**config.mk**
```make
export PLATFORM = sky130hd
export DESIGN_NAME = cam_encoder_flat
export DESIGN_NICKNAME = d
export VERILOG_FILES = /design/src/rtl/cam_encoder_pkg.sv /design/src/rtl/cam_encoder_if.sv /design/src/rtl/cam_encoder_timing.sv /design/src/rtl/cam_encoder.sv /design/src/flat_wrapper.sv
export SDC_FILE = /design/constraint.sdc
export NUM_CORES = 1
export LEC_CHECK = 0
export BUFFER_PORTS_ARGS = -buffer_cell sky130_fd_sc_hd__buf_2
export CELL_PAD_IN_SITES_DETAIL_PLACEMENT = 0
export CELL_PAD_IN_SITES_GLOBAL_PLACEMENT = 1
export CORE_ASPECT_RATIO = 1.4
export CORE_UTILIZATION = 42
export CTS_BUF_LIST = sky130_fd_sc_hd__clkbuf_4 sky130_fd_sc_hd__clkbuf_8
export DETAILED_ROUTE_END_ITERATION = 10
export PLACE_DENSITY = 0.93
export SYNTH_ARGS = -nofsm -noshare
export SYNTH_HDL_FRONTEND = slang
export SYNTH_SLANG_ARGS = --single-unit
```
**constraint.sdc**
```tcl
create_clock -name PCLK -period 3.8 [get_ports PCLK]
set_input_delay 0.76 -clock PCLK [delete_from_list [all_inputs] [get_ports PCLK]]
set_output_delay 0.76 -clock PCLK [all_outputs]
set_load 0.05 [all_outputs]
```
**src/rtl/cam_encoder_pkg.sv**
```systemverilog
// cam_encoder_pkg: resolution codes, geometry defaults, state encoding and RGB565 packing
package cam_encoder_pkg;

    typedef enum logic [2:0] {ST_IDLE, ST_VS, ST_VBP, ST_ACT, ST_VFP} state_e;

    localparam int HCNT_W = 12;
    localparam int VCNT_W = 11;

    localparam logic [1:0] P_RESOL_VGA  = 2'b00;
    localparam logic [1:0] P_RESOL_XGA  = 2'b01;
    localparam logic [1:0] P_RESOL_SXGA = 2'b10;

    localparam int VGA_W  = 640;
    localparam int VGA_H  = 480;
    localparam int XGA_W  = 1024;
    localparam int XGA_H  = 768;
    localparam int SXGA_W = 1280;
    localparam int SXGA_H = 1024;

    function automatic logic [15:0] rgb565(input logic [4:0] r, input logic [5:0] g, input logic [4:0] b);
        return {r, g, b};
    endfunction

endpackage

```
**src/rtl/cam_encoder_if.sv**
```systemverilog
// cam_encoder_if: FIFO-side handshake and camera-side byte stream of the encoder
interface cam_encoder_if;
    logic        ENABLE;
    logic [1:0]  RESOL;
    logic [47:0] FIFOOUT;
    logic        FIFOEMPTY;
    logic        FIFORD;
    logic        HREF;
    logic        VSYNC;
    logic [7:0]  CAMDATA;
    logic        FRAMEEND;
    logic        UNDERFLOW;

    modport master (
        output ENABLE, RESOL, FIFOOUT, FIFOEMPTY,
        input  FIFORD, HREF, VSYNC, CAMDATA, FRAMEEND, UNDERFLOW
    );

    modport slave (
        input  ENABLE, RESOL, FIFOOUT, FIFOEMPTY,
        output FIFORD, HREF, VSYNC, CAMDATA, FRAMEEND, UNDERFLOW
    );
endinterface

```
**src/rtl/cam_encoder_timing.sv**
```systemverilog
// cam_timing_gen: frame state machine with line/pixel counters and raw sync/phase outputs
module cam_timing_gen
    import cam_encoder_pkg::*;
#(
    parameter int P_HBLANK      = 144,
    parameter int P_VSYNC_LINES = 3,
    parameter int P_VBP_LINES   = 17,
    parameter int P_VFP_LINES   = 10,
    parameter int P_VGA_W       = VGA_W,
    parameter int P_VGA_H       = VGA_H,
    parameter int P_XGA_W       = XGA_W,
    parameter int P_XGA_H       = XGA_H,
    parameter int P_SXGA_W      = SXGA_W,
    parameter int P_SXGA_H      = SXGA_H
) (
    input  logic       PCLK,
    input  logic       PRST_N,
    input  logic       enable_i,
    input  logic [1:0] resol_i,
    output logic       href_o,
    output logic       vsync_o,
    output logic       frameend_o,
    output logic [1:0] phase_o
);
    state_e              state_q, state_d, state_nxt;
    logic [HCNT_W-1:0]   hcnt_q, hcnt_d, act_len, line_len;
    logic [VCNT_W-1:0]   vcnt_q, vcnt_d, lines;
    logic [VCNT_W-1:0]   w_q, w_d, h_q, h_d;
    logic                line_end, state_end;

    assign act_len   = {w_q, 1'b0};
    assign line_len  = act_len + HCNT_W'(P_HBLANK);
    assign lines     = state_q == ST_VS  ? VCNT_W'(P_VSYNC_LINES) :
                       state_q == ST_VBP ? VCNT_W'(P_VBP_LINES) :
                       state_q == ST_ACT ? h_q : VCNT_W'(P_VFP_LINES);
    assign line_end  = hcnt_q == line_len - HCNT_W'(1);
    assign state_end = line_end && vcnt_q == lines - VCNT_W'(1);
    assign state_nxt = state_q == ST_VS  ? ST_VBP :
                       state_q == ST_VBP ? ST_ACT :
                       state_q == ST_ACT ? ST_VFP :
                       enable_i ? ST_VS : ST_IDLE;

    assign href_o     = state_q == ST_ACT && hcnt_q < act_len;
    assign vsync_o    = state_q == ST_VS;
    assign frameend_o = state_q == ST_VFP && state_end;
    assign phase_o    = hcnt_q[1:0];

    // Advance counters and state; geometry is captured only when a new frame begins
    always_comb begin
        state_d = state_q;
        hcnt_d  = hcnt_q;
        vcnt_d  = vcnt_q;
        w_d     = w_q;
        h_d     = h_q;
        if (state_q == ST_IDLE) begin
            hcnt_d  = '0;
            vcnt_d  = '0;
            state_d = enable_i ? ST_VS : ST_IDLE;
        end else begin
            hcnt_d  = line_end ? '0 : hcnt_q + HCNT_W'(1);
            vcnt_d  = state_end ? '0 : line_end ? vcnt_q + VCNT_W'(1) : vcnt_q;
            state_d = state_end ? state_nxt : state_q;
        end
        if (state_d == ST_VS && state_q != ST_VS) begin
            w_d = resol_i == P_RESOL_XGA ? VCNT_W'(P_XGA_W) : resol_i == P_RESOL_SXGA ? VCNT_W'(P_SXGA_W) : VCNT_W'(P_VGA_W);
            h_d = resol_i == P_RESOL_XGA ? VCNT_W'(P_XGA_H) : resol_i == P_RESOL_SXGA ? VCNT_W'(P_SXGA_H) : VCNT_W'(P_VGA_H);
        end
    end

    // State, counter and geometry registers
    always_ff @(posedge PCLK) begin
        if (!PRST_N) begin
            state_q <= ST_IDLE;
            hcnt_q  <= '0;
            vcnt_q  <= '0;
            w_q     <= '0;
            h_q     <= '0;
        end else begin
            state_q <= state_d;
            hcnt_q  <= hcnt_d;
            vcnt_q  <= vcnt_d;
            w_q     <= w_d;
            h_q     <= h_d;
        end
    end

endmodule

```
**src/rtl/cam_encoder.sv**
```systemverilog
// cam_encoder: pops RGB888 pixel pairs from a FWFT FIFO and emits an RGB565 camera byte stream
module cam_encoder
    import cam_encoder_pkg::*;
#(
    parameter int P_HBLANK      = 144,
    parameter int P_VSYNC_LINES = 3,
    parameter int P_VBP_LINES   = 17,
    parameter int P_VFP_LINES   = 10,
    parameter int P_VGA_W       = VGA_W,
    parameter int P_VGA_H       = VGA_H,
    parameter int P_XGA_W       = XGA_W,
    parameter int P_XGA_H       = XGA_H,
    parameter int P_SXGA_W      = SXGA_W,
    parameter int P_SXGA_H      = SXGA_H
) (
    input logic          PCLK,
    input logic          PRST_N,
    cam_encoder_if.slave bus
);
    logic        href_raw, vsync_raw, frameend_raw, fetch;
    logic [1:0]  phase;
    logic [47:0] word, hold_q, hold_d;
    logic [23:0] pix;
    logic [15:0] pix565;
    logic [7:0]  data_q, data_d;
    logic        href_q, vsync_q, frameend_q, underflow_q, underflow_d;
    logic        unused_pix;

    cam_timing_gen #(
        .P_HBLANK(P_HBLANK), .P_VSYNC_LINES(P_VSYNC_LINES), .P_VBP_LINES(P_VBP_LINES), .P_VFP_LINES(P_VFP_LINES),
        .P_VGA_W(P_VGA_W), .P_VGA_H(P_VGA_H), .P_XGA_W(P_XGA_W), .P_XGA_H(P_XGA_H),
        .P_SXGA_W(P_SXGA_W), .P_SXGA_H(P_SXGA_H)
    ) u_timing (
        .PCLK(PCLK),
        .PRST_N(PRST_N),
        .enable_i(bus.ENABLE),
        .resol_i(bus.RESOL),
        .href_o(href_raw),
        .vsync_o(vsync_raw),
        .frameend_o(frameend_raw),
        .phase_o(phase)
    );

    // Fetch on the first byte of each word; an empty FIFO substitutes an all-zero word
    always_comb begin
        fetch       = href_raw && phase == 2'd0;
        word        = bus.FIFOEMPTY ? '0 : bus.FIFOOUT;
        hold_d      = fetch ? word : hold_q;
        underflow_d = underflow_q || (fetch && bus.FIFOEMPTY);
        pix         = phase[1] ? hold_q[47:24] : phase[0] ? hold_q[23:0] : word[23:0];
        pix565      = rgb565(pix[23:19], pix[15:10], pix[7:3]);
        data_d      = !href_raw ? 8'h00 : phase[0] ? pix565[7:0] : pix565[15:8];
    end

    assign unused_pix    = ^{pix[18:16], pix[9:8], pix[2:0]};
    assign bus.FIFORD    = PRST_N && fetch && !bus.FIFOEMPTY;
    assign bus.HREF      = href_q;
    assign bus.VSYNC     = vsync_q;
    assign bus.CAMDATA   = data_q;
    assign bus.FRAMEEND  = frameend_q;
    assign bus.UNDERFLOW = underflow_q;

    // Output registers delay sync and data together so HREF and CAMDATA stay aligned
    always_ff @(posedge PCLK) begin
        if (!PRST_N) begin
            hold_q      <= '0;
            href_q      <= 1'b0;
            vsync_q     <= 1'b0;
            frameend_q  <= 1'b0;
            underflow_q <= 1'b0;
            data_q      <= 8'h00;
        end else begin
            hold_q      <= hold_d;
            href_q      <= href_raw;
            vsync_q     <= vsync_raw;
            frameend_q  <= frameend_raw;
            underflow_q <= underflow_d;
            data_q      <= data_d;
        end
    end

endmodule

```
**src/flat_wrapper.sv**
```systemverilog
// flat-port wrapper written by rule: the top's interface ports become plain ports
module cam_encoder_flat import cam_encoder_pkg::*;
#(
    parameter int P_HBLANK      = 144,
    parameter int P_VSYNC_LINES = 3,
    parameter int P_VBP_LINES   = 17,
    parameter int P_VFP_LINES   = 10,
    parameter int P_VGA_W       = VGA_W,
    parameter int P_VGA_H       = VGA_H,
    parameter int P_XGA_W       = XGA_W,
    parameter int P_XGA_H       = XGA_H,
    parameter int P_SXGA_W      = SXGA_W,
    parameter int P_SXGA_H      = SXGA_H
)
  (PCLK, PRST_N, bus_ENABLE, bus_RESOL, bus_FIFOOUT, bus_FIFOEMPTY, bus_FIFORD, bus_HREF, bus_VSYNC, bus_CAMDATA, bus_FRAMEEND, bus_UNDERFLOW);
  cam_encoder_if bus_i ();
  input logic PCLK;
  input logic PRST_N;
  input wire logic [$bits(bus_i.ENABLE)-1:0] bus_ENABLE;
  input wire logic [$bits(bus_i.RESOL)-1:0] bus_RESOL;
  input wire logic [$bits(bus_i.FIFOOUT)-1:0] bus_FIFOOUT;
  input wire logic [$bits(bus_i.FIFOEMPTY)-1:0] bus_FIFOEMPTY;
  output wire logic [$bits(bus_i.FIFORD)-1:0] bus_FIFORD;
  output wire logic [$bits(bus_i.HREF)-1:0] bus_HREF;
  output wire logic [$bits(bus_i.VSYNC)-1:0] bus_VSYNC;
  output wire logic [$bits(bus_i.CAMDATA)-1:0] bus_CAMDATA;
  output wire logic [$bits(bus_i.FRAMEEND)-1:0] bus_FRAMEEND;
  output wire logic [$bits(bus_i.UNDERFLOW)-1:0] bus_UNDERFLOW;
  assign bus_i.ENABLE = bus_ENABLE;
  assign bus_i.RESOL = bus_RESOL;
  assign bus_i.FIFOOUT = bus_FIFOOUT;
  assign bus_i.FIFOEMPTY = bus_FIFOEMPTY;
  assign bus_FIFORD = bus_i.FIFORD;
  assign bus_HREF = bus_i.HREF;
  assign bus_VSYNC = bus_i.VSYNC;
  assign bus_CAMDATA = bus_i.CAMDATA;
  assign bus_FRAMEEND = bus_i.FRAMEEND;
  assign bus_UNDERFLOW = bus_i.UNDERFLOW;
  cam_encoder #(.P_HBLANK(P_HBLANK), .P_VSYNC_LINES(P_VSYNC_LINES), .P_VBP_LINES(P_VBP_LINES), .P_VFP_LINES(P_VFP_LINES), .P_VGA_W(P_VGA_W), .P_VGA_H(P_VGA_H), .P_XGA_W(P_XGA_W), .P_XGA_H(P_XGA_H), .P_SXGA_W(P_SXGA_W), .P_SXGA_H(P_SXGA_H)) u_core (.PCLK(PCLK), .PRST_N(PRST_N), .bus(bus_i));
endmodule
```
# After elaboration in Yosys (flattened, before gate mapping)
# Cells that the tools add are included.
dict set report word_totals {
  register_bits 108
  latchBits 0
  mem_bits_rw 0
  romBits 0
  in_bits 54
  out_inout_bits 13
  word_cells 60
  n_memories 0
}
dict set report classes {
  addsub 5
  n_mul 0
  div_mod_pow 0
  magnitude_cmp 1
  n_eq_ne 10
  shifts 0
  mux 17
  bitwise_logic 1
  n_reduce_logical 15
}
# op count
set ops {}
lappend ops {{11-bit 2-to-1 mux} 7}
lappend ops {{24-bit 2-to-1 mux} 2}
lappend ops {{48-bit 2-to-1 mux} 1}
lappend ops {{3-bit 2-to-1 mux} 5}
lappend ops {{12-bit by 1-bit adder with 12-bit output (second input constant)} 1}
lappend ops {{12-bit by 8-bit adder with 12-bit output (second input constant)} 1}
lappend ops {{12-bit equality test} 1}
lappend ops {{12-bit < comparator} 1}
lappend ops {{12-bit by 1-bit subtractor with 12-bit output (second input constant)} 1}
lappend ops {{11-bit by 1-bit adder with 11-bit output (second input constant)} 1}
lappend ops {{11-bit equality test} 1}
lappend ops {{11-bit by 1-bit subtractor with 11-bit output (second input constant)} 1}
lappend ops {{1-bit logical AND} 8}
lappend ops {{8-bit 2-to-1 mux} 1}
lappend ops {{3-bit by 1-bit equality test with 1-bit output (second input constant)} 2}
lappend ops {{3-bit by 2-bit equality test with 1-bit output (second input constant)} 2}
lappend ops {{3-bit OR reduction} 2}
lappend ops {{3-bit equality test (second input constant)} 1}
lappend ops {{3-bit zero test} 1}
lappend ops {{3-bit by 1-bit != test with 1-bit output (second input constant)} 1}
lappend ops {{2-bit by 1-bit equality test with 1-bit output (second input constant)} 1}
lappend ops {{2-bit equality test (second input constant)} 1}
lappend ops {{2-bit zero test} 1}
lappend ops {{2-bit AND reduction} 1}
lappend ops {{other kinds (4)} 4}

# Depth between registers and ports, before layout
# Gate-level depths: netlist of run 1.
dict set report logic_depth {
  ltp_word 11
  ltp_mapped 10
  ltp_nobuf 8
}

# Cells and area by module
# A second synthesis of run 1 with hierarchy kept.
dict set report hier_totals {
  cells_unflattened 354
  hier_area_um2 3348.2
}
# module instances cells_each area_each_um2 seq_area_each_um2
set by_module_without_submodules {}
lappend by_module_without_submodules {cam_timing_gen 1 218 1898.1 620.6}
lappend by_module_without_submodules {cam_encoder 1 136 1450.1 720.7}

# Worst setup path after synthesis of run 1
# OpenSTA, ideal clock, no wires.
dict set report synth_timing {
  path_kind {register -> output}
  start {register u_core.u_timing.w_q[8]}
  end {output port bus_FIFORD}
  arrival_ns 2.402
  t_required_ns 3.040
  path_slack_ns 0.638
  path_stages_with_launch 9
  path_buffers 1
  path_cell_list {dfxtp_1 inv_1 ha_1 nor2b_1 o21ai_0 nand2b_1 a2111o_1 nor3_1 clkbuf_1}
}
dict set report synth_between {
  elab_chain_len 5
}
# element line
set synth_rtl {}
lappend synth_rtl {{start: declaration} cam_encoder_timing.sv:28} ;# logic [VCNT_W-1:0] w_q, w_d, h_q, h_d;
lappend synth_rtl {{start signal: assignment} cam_encoder_timing.sv:82} ;# w_q <= w_d;
lappend synth_rtl {{12-bit < comparator} cam_encoder_timing.sv:43} ;# assign href_o = state_q == ST_ACT && hcnt_q < act_len;
lappend synth_rtl {{1-bit logical AND} cam_encoder_timing.sv:43}
lappend synth_rtl {{1-bit logical AND} cam_encoder.sv:46} ;# fetch = href_raw && phase == 2'd0;
lappend synth_rtl {{1-bit logical AND (2 in series)} cam_encoder.sv:56} ;# assign bus.FIFORD = PRST_N && fetch && !bus.FIFOEMPTY;
lappend synth_rtl {{end: declaration} flat_wrapper.sv:23} ;# output wire logic [$bits(bus_i.FIFORD)-1:0] bus_FIFORD;
# No other way between the ends.

# Worst setup path in the final report of run 1
# Ends and elaborated chain as after synthesis.

==> results of run 1 <==
## layout make-up
cell class              count  area [um2]  area share
clock buffers              10       131.4     0.03557
clock inverters             6       66.31     0.01795
inverters                  15       56.30     0.01524
multi-input cells         240        1682      0.4553
flip-flops and latches     67        1341      0.3631
well taps                  97       121.4     0.03286
repair buffers             56       295.3     0.07995
## registers in the layout, summed over array words and instances, names as in the netlist
| signal | cells |
|---|---|
| u_core.bus.FRAMEEND | 1 |
| u_core.u_timing.vcnt_q | 11 |
| u_core.u_timing.state_q | 3 |
| u_core.u_timing.h_q | 2 |
| u_core.hold_q | 24 |
| u_core.bus.VSYNC | 1 |
| u_core.bus.HREF | 1 |
| u_core.bus.UNDERFLOW | 1 |
| u_core.bus.CAMDATA | 8 |
| u_core.u_timing.w_q | 3 |
| u_core.u_timing.hcnt_q | 12 |
## layer usage
layer	GRT usage	vias up	wire length, um
met1	0.2129	1244	2802
li1	-	1346	-
met5	0	-	0
met3	0.04436	12	353
met4	0.07143	0	99
met2	0.3170	87	3475
## cell usage in the layout (no fill, tap or decap), types with 3 or more instances in the layout
| cell type | count |
|---|---|
| a211o_1 | 4 |
| a21oi_1 | 6 |
| inv_1 | 15 |
| xnor2_1 | 15 |
| nand3_1 | 13 |
| nor3_1 | 10 |
| ha_1 | 10 |
| buf_2 | 50 |
| nand4_1 | 8 |
| and3_1 | 11 |
| a31oi_1 | 4 |
| nor4_1 | 4 |
| dfxtp_1 | 67 |
| nand2_1 | 13 |
| clkinvlp_4 | 3 |
| o21a_1 | 5 |
| o21ai_0 | 4 |
| mux2i_1 | 9 |
| clkbuf_8 | 9 |
| a211oi_1 | 21 |
| buf_4 | 6 |
| a22o_1 | 22 |
| o211ai_1 | 3 |
| nor3_2 | 3 |
| nor2_1 | 35 |
| xor2_1 | 12 |
## worst paths after layout
path                                                 start                    endpoint  slack, ns  cells past startpoint
worst min-delay path                      u_core.hold_q[5]            u_core.hold_q[5]       0.46                      2
worst min register to register            u_core.hold_q[5]            u_core.hold_q[5]       0.46                      2
worst max register to register  u_core.u_timing.state_q[2]  u_core.u_timing.state_q[0]       1.08                      6
worst max-delay path                u_core.u_timing.w_q[8]                  bus_FIFORD       0.63                      8
## power groups by stage
| stage | Sequential (mW) | Combinational, mW | Clock, mW |
|---|---|---|---|
| floorplan | 0.741 | 0.0925 | 0 |
| global placement | 0.745 | 0.129 | 0 |
| detailed placement | 0.746 | 0.132 | 0 |
| CTS | 0.729 | 0.133 | 0.591 |
| global route | 0.731 | 0.149 | 0.620 |
| finish | 0.729 | 0.133 | 0.577 |
## kinds of logic (layout without fill, tap and decap cells)
| family | after synthesis | in the layout | share of synthesized area |
|---|---|---|---|
| AND/OR/NAND/NOR | 117 | 117 | 0.1982 |
| adder cells (fa/ha/maj) | 10 | 10 | 0.03956 |
| multiplexers | 9 | 9 | 0.02848 |
| flip-flops | 67 | 67 | 0.4241 |
| AO/OA/AOI/OAI | 77 | 77 | 0.1871 |
| buffers and inverters | 39 | 87 | 0.04786 |
| XOR/XNOR | 27 | 27 | 0.07476 |
## critical path, stage by stage (launching register included)
cell	delay (ns)
dfxtp_1	0.39
inv_1	0.06
ha_1	0.28
nor2b_1	0.13
o21ai_0	0.14
nand2b_1	0.10
a2111o_1	0.48
nor3_2	0.18
buf_2	0.30
==> summary.md, run 1 <==
| Metric | Value |
|---|---|
| Run status | `complete, no violations` |
| Number of search-and-repair iterations in the first detailed-routing pass | `4` |
| Summed area of non-filler cells in the final layout | `0.003694 mm2` |
| Worst min path class | `flip-flop to flip-flop` |
| Critical path peak fanout | `4` |
| Synth top area cells | `dfxtp_1 42%, a22o_1 6.1%, a211oi_1 5.0%, nor2_1 4.2%, xnor2_1 4.2%` |
| Power spent charging and discharging nets | `358.9 uW` |
| Diodes inserted | `0` |
| Number of global-route vias before repair | `2,562` |
| Horizontal die dimension | `75.35 um` |
| Cell types with the highest counts after synthesis | `67 x dfxtp_1, 35 x nor2_1, 22 x a22o_1` |
| Max Root-Sink Buffers | `2` |
| Post-Place Worst Slack | `0.9927 ns` |
| Worst-margin pin slew | `1.129 ns` |
| Total power of the final layout | `1.439 mW` |
| Cell taking the most area after synthesis | `dfxtp_1` |
| CTS tree | `yes` |
| Final TNS setup | `0 ns` |
| Cts bufs inserted | `9` |
| Relative contribution of sequential cells to total power | `0.507` |
| Max rail drop VDD | `272.5 uV` |
| Full die area | `0.007887 mm2` |
| Synth Area per Inst | `9.142 um2` |
| Max-slew violations | `0` |
| Placed insts | `475` |
| Global-route usage over all layers | `0.1843` |
| Switching share of total power | `0.2494` |
| Number of enable-type register cells in the synthesized netlist | `0` |
| Cells after Synth | `346` |
| Placement Cell Area | `0.003496 mm2` |
| Clock tree sinks | `67` |
| Critical Setup Path Class | `flip-flop to output pin` |
| Clock Pin Slew Worst Setup and Hold Paths | `0.07 ns` |
| Number of antenna violations at the first check in global routing | `0` |
| Startpoint Class | `flip-flop` |
| Pin count of the biggest net entering global routing | `23` |
| Max H-tree Level | `3` |
| Async set-reset flop share out of synthesis | `0` |
| Period utilisation layout | `0.8340` |
| # DRC | `0` |
| RSZ-0062 raised after global routing | `no` |
| Count of input and output buffers | `50` |
| Type of destination of the critical path | `output pin` |
| Worst slew margin | `0.2453` |
| Post-synthesis sequential area ratio | `0.4241` |
| Count leader, synth | `dfxtp_1` |
| Setup violators final | `0` |
| Arrival time reported for the critical path endpoint | `2.41 ns` |
| Final estimated routing congestion in global placement | `0.8006` |
| Fmax | `0.3155 GHz` |
| Detailed Route WL | `6731 um` |
| Post-CTS Setup Repair Bufs | `0` |
| I/O pin total | `67` |
| Placed wire-length estimate | `5029 um` |
| Root buffer selected by CTS | `clkbuf_8` |
| Wire length of the first global-routing pass | `11,330 um` |
| Quantity of hold-fixing buffers added after cts | `0` |
| Hold Slack | `0.4586 ns` |
| Clock Power Share | `0.401` |
| Cell Count, Final, Fillers Out | `491` |
| Summed instance area of the synthesized netlist | `0.003163 mm2` |
| Number of nets in the synthesized netlist | `410` |
| Worst clock skew on the final layout | `0.008460 ns` |
| Fraction of layout instances using a drive strength above 1 | `0.2056` |
| Fillers | `728` |
| DRT iter0 DRCs | `128` |
| Number of max-cap violations | `0` |
| Power per standard cell area | `389.5 mW/mm2` |
| Total overflow reported by the global router | `0` |
| Vias after detailed routing | `2,689` |
| Starting density of the core | `0.4324` |
| Cell-internal power | `1.080 mW` |
| Top-area cell type share of the netlist area | `0.4241` |
| Count of nets left with antenna violations after detail routing | `0` |
| Area of the core region | `0.007315 mm2` |
| Most instantiated flip-flop cell in the synthesis netlist | `dfxtp_1` |
| Leak pwr | `1.413 nW` |
| Count of standard-cell rows | `37` |
| Number of synthesized register bits | `67` |
| Endpoint required time on the critical path | `3.04 ns` |
| Setup slack of the critical path after layout | `0.6306 ns` |
| Unique masters post-synth | `46` |
| Final Critical Period | `3.169 ns` |
| Post-layout nets | `453` |
| Combinational share of power | `0.092` |
| Routed wire per std cell | `13.71 um` |
| Post-DR vias/cell | `5.477` |
| Hold Fails Final Rpt | `0` |
| Total of cells resized after clock tree synthesis | `0` |
| Final Core Density | `0.5050` |
| Source-to-sink clock delay at the later pin of the worst-skew pair | `0.34 ns` |
| Area growth, synth to finish | `16.77%` |
| Yosys synthesis warning count | `0` |
| Vertical die dimension | `104.7 um` |
No activity file was read; power rests on OpenSTA's default activity.
==> run 2: changes to the inputs <==
clock period = 2.99 ns   (was 3.8 ns; I/O delays follow)
==> summary.md, run 2 (synthesized netlist as in run 1, its figures left out) <==
| Metric | Value |
|---|---|
| Routed wire per std cell | `13.89 um (+1.3%)` |
| Register containing the most flip-flops in the final layout | `u_core.hold_q` |
| Clock Pin Slew Worst Setup and Hold Paths | `0.07 ns (about the same)` |
| Final Core Density | `0.5147 (+0.009750)` |
| Horizontal die dimension | `75.35 um (unchanged)` |
| Max-slew violations | `0 (unchanged)` |
| Number of antenna violations at the first check in global routing | `0 (unchanged)` |
| Vias after detailed routing | `2,734 (+1.7%)` |
| Fmax | `0.3556 GHz` |
| Met1 track utilization from global routing | `0.2139 (+0.0009932)` |
| Arrival time reported for the critical path endpoint | `2.21 ns (-0.20 ns)` |
| Source-to-sink clock delay at the later pin of the worst-skew pair | `0.34 ns (about the same)` |
| Root buffer selected by CTS | `clkbuf_8` |
| Vertical die dimension | `104.7 um (unchanged)` |
| Worst path top cell family by delay | `compound AO/OA/AOI/OAI gates` |
| Total overflow reported by the global router | `0 (unchanged)` |
| Worst min path class | `flip-flop to flip-flop` |
| Run status | `complete, no violations` |
| Area growth, synth to finish | `19.03%` |
| Clock Power Share | `0.405 (+0.004)` |
| Count of input and output buffers | `50 (unchanged)` |
| Max rail drop VDD | `339.0 uV (+24%)` |
| Cts bufs inserted | `9 (unchanged)` |
| Final TNS setup | `0 ns (unchanged)` |
| Count of standard-cell rows | `37 (unchanged)` |
| Max stage delay cell, worst path | `dfxtp_1` |
| Combinational share of power | `0.094 (+0.002)` |
| Top Usage Layer GRT | `met2` |
| Global Route met3 Usage | `0.06557 (+0.02122)` |
| Placed wire-length estimate | `5115 um (+1.7%)` |
| Number of global-route vias before repair | `2,758 (+7.7%)` |
| Worst path max stage delay | `0.45 ns (-0.03 ns)` |
| Worst-path cell chain | `ha_4 > nor2b_1 > o21ai_1 > nand2b_1 > a2111o_1 > nor3_4 > buf_6` |
| Post-DR vias/cell | `5.501 (+0.45%)` |
| Worst slew margin | `0.5765 (+0.3311)` |
| Relative contribution of sequential cells to total power | `0.501 (-0.006)` |
| Pin count of the biggest net entering global routing | `23 (unchanged)` |
| Most frequent cells in the layout | `65 x dfxtp_1, 49 x buf_2, 35 x nor2_1` |
| Leading registers by flop count | `u_core.hold_q (24), u_core.u_timing.hcnt_q (12), u_core.u_timing.vcnt_q (11)` |
| Period utilisation layout | `0.9406` |
| Global-route usage over all layers | `0.1928 (+0.008463)` |
| Most common library cell in the layout ignoring fill and taps | `dfxtp_1` |
| Full die area | `0.007887 mm2 (unchanged)` |
| Worst-margin pin slew | `0.6299 ns (-0.4991 ns)` |
| DRT iter0 DRCs | `104 (-19%)` |
| Max Root-Sink Buffers | `2 (unchanged)` |
| Number of flip-flops in the largest register | `24 (unchanged)` |
| Detailed Route WL | `6901 um (+2.5%)` |
| RSZ-0062 raised after global routing | `no` |
| Max H-tree Level | `3 (unchanged)` |
| Cell-internal power | `1.379 mW (+28%)` |
| Worst clock skew on the final layout | `0.01043 ns (+0.001973 ns)` |
| Critical Setup Path Class | `flip-flop to output pin` |
| Leak pwr | `1.454 nW (+2.9%)` |
| Fraction of layout instances using a drive strength above 1 | `0.2250 (+0.01942)` |
| Clock tree sinks | `67 (unchanged)` |
| Number of search-and-repair iterations in the first detailed-routing pass | `4 (unchanged)` |
| Total buffers and inverters traversed by the critical path | `1 (-1)` |
| Starting density of the core | `0.4324 (unchanged)` |
| # DRC | `0 (unchanged)` |
| Wire length of the first global-routing pass | `11,960 um (+5.6%)` |
| Switching share of total power | `0.2559 (+0.006416)` |
| CTS tree | `yes` |
| Final Critical Period | `2.812 ns` |
| Startpoint Class | `flip-flop` |
| Area of the core region | `0.007315 mm2 (unchanged)` |
| Hold Slack | `0.4611 ns (+0.002506 ns)` |
| Diodes inserted | `0 (unchanged)` |
| M2 GR Usage | `0.3329 (+0.01594)` |
| Type of destination of the critical path | `output pin` |
| Final estimated routing congestion in global placement | `0.7889 (-1.5%)` |
| Power per standard cell area | `492.3 mW/mm2 (+26%)` |
| Setup violators final | `0 (unchanged)` |
| Setup slack of the critical path after layout | `0.1777 ns (-0.4529 ns)` |
| Count of nets left with antenna violations after detail routing | `0 (unchanged)` |
| Hold Fails Final Rpt | `0 (unchanged)` |
| Endpoint required time on the critical path | `2.39 ns (-0.65 ns)` |
| Post-layout nets | `459 (+1.3%)` |
| Number of max-cap violations | `0 (unchanged)` |
| Power spent charging and discharging nets | `474.3 uW (+32%)` |
| Critical path peak fanout | `4 (unchanged)` |
| I/O pin total | `67 (unchanged)` |
| Post-Place Worst Slack | `0.2998 ns (-0.6929 ns)` |
[run 2: cell count changes in the layout (fill, tap and decap cells not counted), sizes merged]
cell	delta
buf	+6
clkinv	+1
clkinvlp	-2
inv	+1
[run 2: through the flow]
stage / instance area [um2] / power (mW) / cells
2_1_floorplan: 3164 / 1.059 / 346
3_3_place_gp: 3526 / 1.114 / 479
3_5_place_dp: 3526 / 1.119 / 479
4_1_cts: 3725 / 1.863 / 495
5_1_grt: 3765 / 1.935 / 497
6_report: 3765 / 1.854 / 497
[run 2: final timing paths]
| check | slack [ns] | end | cells after the start | start |
|---|---|---|---|---|
| min reg2reg | 0.46 | u_core.hold_q[3] | 2 | u_core.hold_q[3] |
| max reg2reg | 0.27 | u_core.u_timing.state_q[0] | 6 | u_core.u_timing.state_q[1] |
| min | 0.46 | u_core.hold_q[3] | 2 | u_core.hold_q[3] |
| max | 0.18 | bus_FIFORD | 7 | u_core.u_timing.hcnt_q[9] |
[run 2: power groups by stage]
stage	sequential [mW]	clock, mW	combinational (mW)
2_1_floorplan	0.942	0	0.118
4_1_cts	0.927	0.764	0.172
6_report	0.929	0.751	0.173
3_5_place_dp	0.948	0	0.171
3_3_place_gp	0.948	0	0.166
5_1_grt	0.933	0.807	0.196
[run 2: final cells by class]
type | instances | area, um2
inverters | 15 | 56.30
fillers | 726 | 3550
flip-flops and latches | 67 | 1344
clock buffers | 10 | 131.4
clock inverters | 6 | 65.06
well taps | 97 | 121.4
multi-input cells | 240 | 1700
repair buffers | 62 | 346.6
[run 2: metal layers]
layer,share of wire,vias up
met3,0.057,11
met1,0.42,1296
met4,0.013,0
met2,0.51,73
met5,0,-
li1,-,1354
[run 2: worst reg2reg max path: stages, from the launching register on]
cell and delay, ns:
dfxtp_1 0.60, nand3b_2 0.29, a21oi_1 0.22, xor2_1 0.12, or4b_2 0.78, o21a_1 0.23, o41a_1 0.38
[run 2: repair_timing]
item,CTS,global route
setup endpoints to repair,1,1
hold buffers,0,0
resized for setup,1,6
setup buffers,0,2
pin swaps,0,2
==> run 3: changes to the inputs <==
CORE_ASPECT_RATIO = 0.75   (was 1.4)
==> summary.md, run 3 (synthesized netlist as in run 1, its figures left out) <==
| Metric | Value |
|---|---|
| Worst-path cell chain | `inv_1 > ha_1 > o21ai_1 > nand2b_1 > a2111o_1 > nor3_4 > buf_6` |
| Startpoint Class | `flip-flop` |
| Leak pwr | `1.444 nW (-0.72%)` |
| Number of cells on the worst reg-to-reg path | `6 (unchanged)` |
| Area growth, synth to finish | `18.83%` |
| Register containing the most flip-flops in the final layout | `u_core.hold_q` |
| Leading registers by flop count | `u_core.hold_q (24), u_core.u_timing.hcnt_q (12), u_core.u_timing.vcnt_q (11)` |
| Run status | `complete, no violations` |
| # DRC | `0 (unchanged)` |
| Pin count of the biggest net entering global routing | `23 (unchanged)` |
| Source-to-sink clock delay at the later pin of the worst-skew pair | `0.35 ns (about the same)` |
| Number of search-and-repair iterations in the first detailed-routing pass | `4 (unchanged)` |
| Most common library cell in the layout ignoring fill and taps | `dfxtp_1` |
| Diodes inserted | `0 (unchanged)` |
| Vertical die dimension | `77.16 um (-26%)` |
| Placed wire-length estimate | `4996 um (-2.3%)` |
| Full die area | `0.007886 mm2 (about the same)` |
| Most frequent cells in the layout | `65 x dfxtp_1, 49 x buf_2, 35 x nor2_1` |
| Arrival time reported for the critical path endpoint | `2.27 ns (+0.06 ns)` |
| Setup violators final | `0 (unchanged)` |
| Root buffer selected by CTS | `clkbuf_8` |
| Beginning of the worst register-to-register path | `u_core.u_timing.h_q[8]` |
| Number of max-cap violations | `0 (unchanged)` |
| Global-route usage over all layers | `0.1920 (-0.0007957)` |
| Worst path max stage delay | `0.49 ns (+0.04 ns)` |
| Period utilisation layout | `0.9596 (+0.01901)` |
| Worst min path class | `primary input to flip-flop` |
| Worst clock skew on the final layout | `0.01425 ns (+0.003816 ns)` |
| Max rail drop VDD | `268.8 uV (-21%)` |
| CTS tree | `yes` |
| DRT iter0 DRCs | `117 (+13%)` |
| Max H-tree Level | `3 (unchanged)` |
| Clock tree sinks | `67 (unchanged)` |
| Worst-margin pin slew | `0.6782 ns (+0.04827 ns)` |
| Max stage delay cell, worst path | `dfxtp_1` |
| Count of nets left with antenna violations after detail routing | `0 (unchanged)` |
| I/O pin total | `67 (unchanged)` |
| Capture endpoint of the worst hold path | `u_core.hold_q[39]` |
| Number of flip-flops in the largest register | `24 (unchanged)` |
| Vias after detailed routing | `2,659 (-2.7%)` |
| Horizontal die dimension | `102.2 um (+36%)` |
| Startpoint of the tightest hold check path | `bus_FIFOOUT[39]` |
| Number of cells traversed by the worst hold path | `2 (unchanged)` |
| Clock Pin Slew Worst Setup and Hold Paths | `0.08 ns (about the same)` |
| Max Root-Sink Buffers | `2 (unchanged)` |
| Post-DR vias/cell | `5.339 (-2.9%)` |
| Critical register-to-register path endpoint | `u_core.u_timing.state_q[0]` |
| Quantity of hold-fixing buffers added after cts | `0 (unchanged)` |
| Total buffers and inverters traversed by the critical path | `2 (+1)` |
| Fmax | `0.3485 GHz (-2.0%)` |
| Critical Setup Path Class | `flip-flop to output pin` |
| Area of the core region | `0.007059 mm2 (-3.5%)` |
| Total overflow reported by the global router | `0 (unchanged)` |
| Post-layout nets | `459 (unchanged)` |
| Worst path top cell family by delay | `compound AO/OA/AOI/OAI gates` |
| Power per standard cell area | `493.2 mW/mm2 (+0.17%)` |
| Worst slew margin | `0.5415 (-0.03496)` |
| Fraction of layout instances using a drive strength above 1 | `0.2225 (-0.002500)` |
| Final Core Density | `0.5324 (+0.01772)` |
| Hold Fails Final Rpt | `0 (unchanged)` |
| Wire length of the first global-routing pass | `11,660 um (-2.5%)` |
| Starting density of the core | `0.4481 (+0.01564)` |
| Max-slew violations | `0 (unchanged)` |
| Number of antenna violations at the first check in global routing | `0 (unchanged)` |
| Count of standard-cell rows | `26 (-30%)` |
| Worst reg-to-reg setup slack | `0.27 ns (about the same)` |
| Count of input and output buffers | `50 (unchanged)` |
| Fillers | `666 (-8.3%)` |
| Type of destination of the critical path | `output pin` |
| Number of global-route vias before repair | `2,465 (-11%)` |
| Critical path peak fanout | `9 (+5)` |
| Detailed Route WL | `6917 um (+0.23%)` |
| Setup slack of the critical path after layout | `0.1209 ns (-0.05683 ns)` |
| Post-Place Worst Slack | `0.2868 ns (-0.01299 ns)` |
| Final Critical Period | `2.869 ns (+0.05683 ns)` |
| Cts bufs inserted | `9 (unchanged)` |
| Endpoint required time on the critical path | `2.39 ns (about the same)` |
| Routed wire per std cell | `13.89 um (about the same)` |
| Final TNS setup | `0 ns (unchanged)` |
| Final estimated routing congestion in global placement | `0.7900 (+0.14%)` |
## run 3: cell count changes in the layout (fill, tap and decap cells not counted), sizes merged
cell      previous run  this run
clkinvlp             1         4
clkinv               3         1
clkbuf              10         9
## run 3: what timing repair did
item | in CTS | in global routing
gates resized for setup | 2 | 4
buffers inserted | 0 | 1
pin swaps | 0 | 2
setup endpoints to repair | 1 | 1
## run 3: worst max path at each step
stage / start / endpoint / slack (ns) / cells after the start
5_1_grt: u_core.u_timing.w_q[8] / bus_FIFORD / -0.005 / 8
4_1_cts: u_core.u_timing.w_q[8] / bus_FIFORD / 0.002 / 8
3_3_place_gp: u_core.u_timing.w_q[8] / bus_FIFORD / 0.27 / 8
3_5_place_dp: u_core.u_timing.h_q[8] / u_core.u_timing.state_q[0] / 0.29 / 6
6_report: u_core.u_timing.w_q[9] / bus_FIFORD / 0.12 / 7
2_1_floorplan: u_core.u_timing.w_q[8] / bus_FIFORD / 0.24 / 8
## run 3: metal layers
layer / track usage / part of all wire
met1: 0.2709 / 0.50
met2: 0.2705 / 0.42
met3: 0.06928 / 0.068
met4: 0.05571 / 0.0088
met5: 0 / 0
## run 3: layout make-up
| class | count | area [um2] | area share |
|---|---|---|---|
| Clock inverter | 7 | 77.57 | 0.02064 |
| Clock buffer | 9 | 123.9 | 0.03296 |
| Tap cell | 98 | 122.6 | 0.03262 |
| Inverter | 15 | 56.30 | 0.01498 |
| Timing Repair Buffer | 62 | 346.6 | 0.09221 |
| Sequential cell | 67 | 1344 | 0.3575 |
| Multi-Input combinational cell | 240 | 1688 | 0.4491 |
## run 3: power breakdown
part | switching [mW] | total, mW | internal, mW
registers | 0.0209 | 0.927 | 0.906
logic | 0.0970 | 0.174 | 0.0766
clock network | 0.365 | 0.754 | 0.388
## run 3: through the flow
stage	power [mW]	cell area (um2)	cells	hold WS [ns]
floorplan	1.059	3164	346	0.4310
global placement	1.113	3535	481	0.4436
detailed placement	1.117	3535	481	0.4543
CTS	1.871	3745	497	0.4458
global route	1.936	3759	498	0.4454
finish	1.854	3759	498	0.4562
